===== src/rtl/sound_pkg.sv =====
// Shared types and helpers for the speaker arbiter: FSM state encoding, default widths and a
// lowest-index priority encoder.
package sound_pkg;

   typedef enum logic [1:0] {
      StIdle = 2'd0,
      StPlay = 2'd1,
      StGap  = 2'd2
   } state_e;

   localparam int unsigned DefaultDivW = 15;
   localparam int unsigned DefaultDurW = 24;

   // Index of the lowest set bit; 0 when nothing is set (callers qualify with |vec).
   function automatic logic [4:0] lowest_set(input logic [31:0] vec);
      logic [4:0] idx;
      idx = '0;
      for (int i = 31; i >= 0; i--) begin
         if (vec[i]) idx = 5'(i);
      end
      return idx;
   endfunction

endpackage


===== src/rtl/tone_divider.sv =====
// Square-wave generator: half-period of div+1 cycles, held at 0 when div is 0.
// Cleared whenever enable is low; load restarts the wave from 0 with a new divider.
module tone_divider
   import sound_pkg::*;
#(
   parameter int unsigned DIV_W = DefaultDivW
) (
   input  logic             clk,
   input  logic             rst,
   input  logic             enable,
   input  logic             load,
   input  logic [DIV_W-1:0] div,
   output logic             speaker
);

   logic [DIV_W-1:0] cnt_q, cnt_d;
   logic             spk_q, spk_d;

   always_comb begin
      cnt_d = cnt_q;
      spk_d = spk_q;
      if (!enable) begin
         cnt_d = '0;
         spk_d = 1'b0;
      end else if (load) begin
         cnt_d = div;
         spk_d = 1'b0;
      end else if (cnt_q == '0) begin
         cnt_d = div;
         spk_d = (div != '0) ? ~spk_q : 1'b0;
      end else begin
         cnt_d = cnt_q - DIV_W'(1);
      end
   end

   always_ff @(posedge clk or posedge rst) begin
      if (rst) begin
         cnt_q <= '0;
         spk_q <= 1'b0;
      end else begin
         cnt_q <= cnt_d;
         spk_q <= spk_d;
      end
   end

   assign speaker = spk_q;

endmodule


===== src/rtl/sound_arbiter.sv =====
// Grants the shared speaker to one requester at a time, plays its tone, then enforces a gap.
// Define SOUND_ARBITER_PREEMPT_EN to let a higher-priority request cut the current tone short.
module sound_arbiter
   import sound_pkg::*;
#(
   parameter int unsigned NUM_REQ    = 4,
   parameter int unsigned DIV_W      = DefaultDivW,
   parameter int unsigned DUR_W      = DefaultDurW,
   parameter int unsigned GAP_CYCLES = 1024
) (
   input  logic                     clk,
   input  logic                     rst,
   input  logic [NUM_REQ-1:0]       req,
   input  logic [NUM_REQ*DIV_W-1:0] req_div,
   input  logic [NUM_REQ*DUR_W-1:0] req_dur,
   output logic [NUM_REQ-1:0]       grant,
   output logic [NUM_REQ-1:0]       done,
   output logic                     busy,
   output logic                     speaker
);

   localparam int unsigned GapW = (GAP_CYCLES > 1) ? $clog2(GAP_CYCLES) : 1;
   localparam logic [GapW-1:0]    GapLoad = GapW'(GAP_CYCLES - 1);
   localparam logic [NUM_REQ-1:0] OneReq  = NUM_REQ'(1);

   state_e             state_q, state_d;
   logic [NUM_REQ-1:0] owner_q, owner_d;
   logic [DIV_W-1:0]   div_q, div_d;
   logic [DUR_W-1:0]   dur_cnt_q, dur_cnt_d;
   logic [GapW-1:0]    gap_cnt_q, gap_cnt_d;
   logic [NUM_REQ-1:0] done_q, done_d;

   logic [4:0]         sel_idx;
   logic [NUM_REQ-1:0] sel_oh;
   logic [DIV_W-1:0]   sel_div;
   logic [DUR_W-1:0]   sel_dur;
   logic               start;
   logic               preempt;
   logic               owner_req;

   assign sel_idx   = lowest_set(32'(req));
   assign sel_oh    = OneReq << sel_idx;
   assign owner_req = |(req & owner_q);

`ifdef SOUND_ARBITER_PREEMPT_EN
   // owner_q - 1 masks every index below the one-hot owner.
   assign preempt = |(req & (owner_q - OneReq));
`else
   assign preempt = 1'b0;
`endif

   always_comb begin
      sel_div = '0;
      sel_dur = '0;
      for (int i = 0; i < NUM_REQ; i++) begin
         if (sel_oh[i]) begin
            sel_div = req_div[i*DIV_W +: DIV_W];
            sel_dur = req_dur[i*DUR_W +: DUR_W];
         end
      end
   end

   always_comb begin
      state_d   = state_q;
      owner_d   = owner_q;
      div_d     = div_q;
      dur_cnt_d = dur_cnt_q;
      gap_cnt_d = gap_cnt_q;
      done_d    = '0;
      start     = 1'b0;

      unique case (state_q)
         StIdle: begin
            if (|req) start = 1'b1;
         end
         StPlay: begin
            if (preempt) begin
               start = 1'b1;
            end else if (!owner_req) begin
               state_d   = StGap;
               gap_cnt_d = GapLoad;
            end else if (dur_cnt_q == '0) begin
               state_d   = StGap;
               gap_cnt_d = GapLoad;
               done_d    = owner_q;
            end else begin
               dur_cnt_d = dur_cnt_q - DUR_W'(1);
            end
         end
         StGap: begin
            if (gap_cnt_q == '0) state_d = StIdle;
            else gap_cnt_d = gap_cnt_q - GapW'(1);
         end
         default: state_d = StIdle;
      endcase

      if (start) begin
         state_d = StPlay;
         owner_d = sel_oh;
         div_d   = sel_div;
         // A zero duration still plays for one cycle.
         dur_cnt_d = (sel_dur == '0) ? '0 : sel_dur - DUR_W'(1);
      end
   end

   always_ff @(posedge clk or posedge rst) begin
      if (rst) begin
         state_q   <= StIdle;
         owner_q   <= '0;
         div_q     <= '0;
         dur_cnt_q <= '0;
         gap_cnt_q <= '0;
         done_q    <= '0;
      end else begin
         state_q   <= state_d;
         owner_q   <= owner_d;
         div_q     <= div_d;
         dur_cnt_q <= dur_cnt_d;
         gap_cnt_q <= gap_cnt_d;
         done_q    <= done_d;
      end
   end

   tone_divider #(
      .DIV_W (DIV_W)
   ) u_tone_divider (
      .clk     (clk),
      .rst     (rst),
      .enable  (state_d == StPlay),
      .load    (start),
      .div     (div_d),
      .speaker (speaker)
   );

   assign grant = (state_q == StPlay) ? owner_q : '0;
   assign done  = done_q;
   assign busy  = (state_q != StIdle);

endmodule

===== config.mk =====
export PLATFORM = sky130hd
export DESIGN_NAME = sound_arbiter
export DESIGN_NICKNAME = d
export VERILOG_FILES = /design/src/rtl/sound_pkg.sv /design/src/rtl/tone_divider.sv /design/src/rtl/sound_arbiter.sv
export SDC_FILE = /design/constraint.sdc
export NUM_CORES = 1
export LEC_CHECK = 0
export ABC_CLOCK_PERIOD_IN_PS = 4300
export BUFFER_PORTS_ARGS = -buffer_cell sky130_fd_sc_hd__buf_2
export CAP_MARGIN = 10
export CORE_UTILIZATION = 34
export DETAILED_ROUTE_END_ITERATION = 12
export PLACE_DENSITY = 0.54
export REMOVE_ABC_BUFFERS = 1
export SYNTH_ARGS = -nofsm -noshare
export SYNTH_HDL_FRONTEND = slang
export SYNTH_SLANG_ARGS = --single-unit
export TNS_END_PERCENT = 5

===== constraint.sdc =====
create_clock -name clk -period 4.3 [get_ports clk]
set_input_delay 0.215 -clock clk [delete_from_list [all_inputs] [get_ports clk]]
set_output_delay 0.215 -clock clk [all_outputs]
set_load 0.005 [all_outputs]

==> run metrics, run 1 <==
status complete, but fails checks; violated checks negative hold slack; gate count of the mapped netlist 660; IO Port Bufs about 170; GR Overflow Total 0; RSZ-0062 raised after global routing no; HP Class in2async; library cells used by synthesis 73; FF-to-FF End u_tone_divider.speaker; die area approximately 0.017 mm2; std cell rows 46; final-layout fill cell count 1,652; maximum clock insertion buffer count 2; layout cell share with drive strength beyond 1 between 20% and 30%; ys flop type dfrtp_1; max-slew violations 0; initial antenna violation count 2; Core Area about 0.016 mm2; Period minus WS final roughly 3300 ps; final hold vios 3; H-tree levels 3; cts hold-fix bufs 0; CTS tree done; crit path launch type primary input; fmax ~300 MHz; hold_ws -0.7925 ps; Total GRT Usage around 24%; first-pass GRT wire length about 32,000 um; Leak Pwr ~0.0029 uW; detailed-placement wirelength estimate 15,550 um; Iter 0 DRT Violations 402; Root Buffer clkbuf_16; Num CTS Buffers 9; area grow syn2layout 22.75%; RePlAce Congestion between 0.8 and 0.9; Post-CTS Setup Inserts 0; largest net degree at the start of global routing 43; commonest non-fill, non-tap cell in the layout buf_2; Setup Total Neg Slack 0 ps; Pwr per Cell Area slightly above 500 mW/mm2; final wirelength slightly above 20,000 um; Yosys warning total 0; Via density around 5.6; die height roughly 130 um; via count 5,827; number of synthesized flops with an enable pin 0; most frequent cells in the layout buf_2 (171), dfrtp_1 (75), nand2_1 (60); asr flop ratio synth between 90% and 100%; R2R depth 7; reg-to-reg slack, setup between 1000 and 1500 ps; WP data required 4570 ps; starting density of the core 35.22%; MaxCap Viol Count 0; worst slew pin tran 1053 ps; Reg clk slew, reported paths roughly 60 ps; die width around 130 um; drt pass-1 iters 8; post-CTS sizing 0; Max FO, Critical Path 34; Seq/Total Area, Yosys roughly a third; Mapped Area around 0.0057 mm2; Crit Path Class in2reg; fin nets ~980; vias in the first global route approximately 5,800; drt wl/cell around 20 um; post-route DRC violation count 0; Final Instance Count excl. Fillers between 1,000 and 1,500; post-route ant nets 0; Yosys reg bits 75; CTS sink count 75; Clock Latency Late Sink between 300 and 400 ps; worst clock skew ~6.4 ps; DP Cell Count slightly above 1,000; syn avg cell area about 8.6 um2; worst path arrival time around 3600 ps; Slew HR around 30%; RR Startpoint state_q[1]; peak supply drop roughly 0.21 mV; final clock period utilization by the worst path 77.09%; Worst Setup End Kind flop; final setup vio count 0; IO Pins 172
-- synth_stat cells (all sizes together), types with 5 or more instances --
cell type / number / area share, %
dfrtp: 75 / 33
nand2: 60 / 4.0
nor2: 58 / 4.0
xnor2: 36 / 5.6
o21ai: 29 / 2.6
a21oi: 25 / 2.2
nor3: 25 / 2.3
nor2b: 24 / 2.6
buf: 22 / 2.6
clkbuf: 18 / 1.2
nor4: 18 / 2.4
xor2: 18 / 2.8
a222oi: 16 / 2.8
inv: 16 / 1.1
a31oi: 15 / 1.7
nand3: 15 / 1.3
a311o: 14 / 2.5
a211oi: 13 / 1.7
a2bb2oi: 12 / 1.9
o22ai: 12 / 1.3
and2: 11 / 1.2
or3: 11 / 1.4
a22oi: 9 / 1.2
mux2i: 7 / 1.2
nand3b: 7 / 0.93
o2bb2ai: 7 / 1.1
nor4b: 6 / 1.1
ha: 5 / 1.1
nand2b: 5 / 0.55
nand4: 5 / 0.55
o211ai: 5 / 0.90
or2: 5 / 0.55
-- layer usage --
layer,GRT usage (%),wire [um]
met1,34.13,9698
met2,36.23,8920
met3,4.823,1216
met4,7.386,346
met5,0,0
-- worst max-delay path by stage --
stage / from / to / slack, ps / cells past startpoint
after global placement: req[1] / dur_cnt_q[14] / 790 / 11
after detailed placement: req[1] / dur_cnt_q[14] / 670 / 11
after global routing: req[1] / dur_cnt_q[14] / 690 / 11
final: req[1] / dur_cnt_q[14] / 990 / 11
after floorplan: state_q[1] / u_tone_divider.speaker / 1360 / 7
after CTS: req[1] / dur_cnt_q[14] / 1000 / 11
-- registers in the layout (all words and copies together), names as in the netlist --
name and count:
owner_q 4, done 4, div_q 15, state_q 2, dur_cnt_q 24, u_tone_divider.cnt_q 15
u_tone_divider.speaker 1, gap_cnt_q 10
-- through the flow --
step / setup WS (ps) / instance area, um2 / util (%) / total power (uW)
5_1_grt: 693.3 / 6967 / 43.23 / 3879
3_3_place_gp: 785.1 / 6686 / 41.49 / 2855
6_report: 985.1 / 6967 / 43.23 / 3593
2_1_floorplan: 1365 / 5463 / - / 2287
3_5_place_dp: 671.1 / 6686 / 41.49 / 2872
4_1_cts: 1003 / 6962 / 43.20 / 3602
-- critical path, stage by stage --
cell and delay (ps):
buf_2 520, o21bai_1 310, a22oi_1 330, a21oi_1 80
a31oi_1 280, ha_1 270, nor4b_1 550, nand3_1 320
or3_1 380, a21o_1 190, a21oi_1 130
-- final cells by class --
class | count | area [um2] | share of cell area (%)
Antenna cell | 2 | 5.005 | 0.07184
Clock buffer | 15 | 267.8 | 3.843
Clock inverter | 1 | 7.507 | 0.1078
Inverter | 17 | 63.81 | 0.9159
Multi-Input combinational cell | 528 | 3522 | 50.56
Sequential cell | 75 | 1877 | 26.94
Tap cell | 216 | 270.3 | 3.879
Timing Repair Buffer | 184 | 953.4 | 13.69
-- power breakdown --
group	switching [uW]	internal [uW]	leakage [uW]
Combinational	996	670	0.00186
Clock	291	423	0.000130
Sequential	230	982	0.000896
-- kinds of logic (layout without fill, tap and decap cells) --
kind of cell	after synthesis	after routing	share of synthesized area, %
other cells	0	2	0
mux	11	11	2.028
simple gates	269	269	25.86
flops	75	75	33.07
fa+ha+maj	5	5	1.102
compound gates	189	189	24.74
buf+inv	57	217	4.872
xor+xnor	54	54	8.333
Note: power is estimated with default switching activity, not from simulation.
==> run 2: changes to the inputs <==
--- a/config.mk
+++ b/config.mk
@@ -5,12 +5,12 @@
 export SDC_FILE = /design/constraint.sdc
 export NUM_CORES = 1
 export LEC_CHECK = 0
-export ABC_CLOCK_PERIOD_IN_PS = 4300
+export ABC_CLOCK_PERIOD_IN_PS = 2860
 export BUFFER_PORTS_ARGS = -buffer_cell sky130_fd_sc_hd__buf_2
 export CAP_MARGIN = 10
 export CORE_UTILIZATION = 34
 export DETAILED_ROUTE_END_ITERATION = 12
-export PLACE_DENSITY = 0.54
+export PLACE_DENSITY = 0.56
 export REMOVE_ABC_BUFFERS = 1
 export SYNTH_ARGS = -nofsm -noshare
 export SYNTH_HDL_FRONTEND = slang
==> constraint.sdc (replaced) <==
create_clock -name clk -period 2.86 [get_ports clk]
set_input_delay 0.143 -clock clk [delete_from_list [all_inputs] [get_ports clk]]
set_output_delay 0.143 -clock clk [all_outputs]
set_load 0.005 [all_outputs]
==> run metrics, run 2 (same netlist as run 1, synthesis figures left out) <==
die height 131.2 um; first-pass GRT wire length about 32,000 um; area grow syn2layout 32.28%; RePlAce Congestion ~0.94; Crit Path Class reg2reg; Total GRT Usage about a quarter; drt wl/cell between 15 and 20 um; fmax approximately 360 MHz; fin nets 1,044; final-layout fill cell count approximately 1,600; Crit path largest cell delay 520 ps; CP dominant cell by count buf_4; area of the multi-input gates about 0.0035 mm2; Most Crowded Layer GR met2; critical path's slowest cell or3b_2; CTS sink count 75; CP bufs+invs 2; peak supply drop approximately 0.36 mV; post-route cell area 0.007507 mm2; Reg clk slew, reported paths roughly 60 ps; met3 Usage GRT roughly 4.1%; final hold vios 0; max-slew violations 0; CP delay by family, top simple AND/OR/NAND/NOR gates; Via density about 5.6; Num CTS Buffers 9; HP Class in2reg; Core Area ~0.016 mm2; Biggest register dur_cnt_q; most frequent cells in the layout buf_2 (171), dfrtp_1 (75), buf_4 (72); die area around 0.017 mm2; final setup vio count 0; worst path arrival time approximately 3000 ps; maximum clock insertion buffer count 2; post-route ant nets 0; Period minus WS final between 2000 and 3000 ps; std cell rows 46; Root Buffer clkbuf_16; RSZ-0062 raised after global routing yes; GR Util met1 33.93%; Leak Pwr between 0.003 and 0.004 uW; largest net degree at the start of global routing 34; layout cell share with drive strength beyond 1 approximately 33%; worst slew pin tran about 770 ps; die width 131.2 um; Worst Setup End Kind flop; Iter 0 DRT Violations approximately 420; worst clock skew about 8 ps; IO Pins around 170; met2 Use GR roughly 37%; GR Overflow Total 0; commonest non-fill, non-tap cell in the layout buf_2; detailed-placement wirelength estimate roughly 17,000 um; drt pass-1 iters 9; storage element area 0.001877 mm2; final clock period utilization by the worst path between 90% and 100%; Max FO, Critical Path 10; Clock Latency Late Sink 330 ps; Setup Total Neg Slack 0 ps; IO Port Bufs between 150 and 200; CTS tree done; status finished clean; Pwr per Cell Area slightly below 800 mW/mm2; biggest regs dur_cnt_q (24), div_q (15), u_tone_divider.cnt_q (15); initial antenna violation count 1; via count around 6,200; crit-path cells nor4_1 -> buf_4 -> or3b_2 -> o41ai_2 -> buf_4 -> nor3b_4 -> and3_1 -> xnor2_1 -> o22ai_1; Placement Cell Area approximately 0.0072 mm2; MaxCap Viol Count 0; H-tree levels 3; Slew HR around half; post-route DRC violation count 0; max reg flops 24; WP data required 3060 ps; vias in the first global route around 6,000; final wirelength approximately 21,000 um; crit path launch type flop; starting density of the core between 30% and 40%
## run 2: routing by layer
metal	share of wire, %	wire [um]
met1	47	9714
met2	45	9356
met3	5.8	1197
met4	1.5	314
met5	0	0
## run 2: final timing paths
kind / from / endpoint / slack [ps] / cells after the start
max: dur_cnt_q[18] / dur_cnt_q[6] / 100 / 9
min: req_div[6] / div_q[6] / 120 / 3
max reg2reg: dur_cnt_q[18] / dur_cnt_q[6] / 100 / 9
min reg2reg: div_q[14] / div_q[14] / 510 / 1
max in group asynchronous: rst / dur_cnt_q[7] / 1730 / 4
min in group asynchronous: rst / done[2] / 340 / 3
## run 2: stage by stage
step | hold slack, ps | utilization [%] | total power [uW] | std cells | worst slack (ps)
after floorplan | 320.7 | - | 3438 | 620 | -75.48
after global placement | 148.3 | 44.49 | 4588 | 1081 | 61.32
after detailed placement | 153.8 | 44.49 | 4617 | 1081 | 15.55
after CTS | 105.3 | 46.51 | 5850 | 1097 | 77.36
after global routing | 133.6 | 46.58 | 6220 | 1098 | -18.82
final | 124.0 | 46.58 | 5842 | 1098 | 104.0
## run 2: repair_timing
item                       in CTS  in global routing
hold buffers                    1                  0
hold endpoints to repair       17                  0
setup endpoints to repair       0                  6
setup buffers                   0                  0
gates resized for setup         0                  3
## run 2: area by class of cell
type	count	share of cell area [%]
inverters	17	0.8500
well taps	216	3.600
clock inverters	5	1.033
clock buffers	10	3.183
multi-input cells	528	47.03
flip-flops and latches	75	25.00
diodes	1	0.03333
repair buffers	246	19.27
## run 2: tightest hold or removal path, delay by kind of cell
family	cells	cell delay, ps
AOI/OAI and AO/OA	1	120
buffers and inverters	1	100
and+or+nand+nor	1	50
## run 2: report_power, final
part / switching (uW) / internal [uW]
Combinational: 1580 / 1240
Clock: 419 / 779
Sequential: 344 / 1480
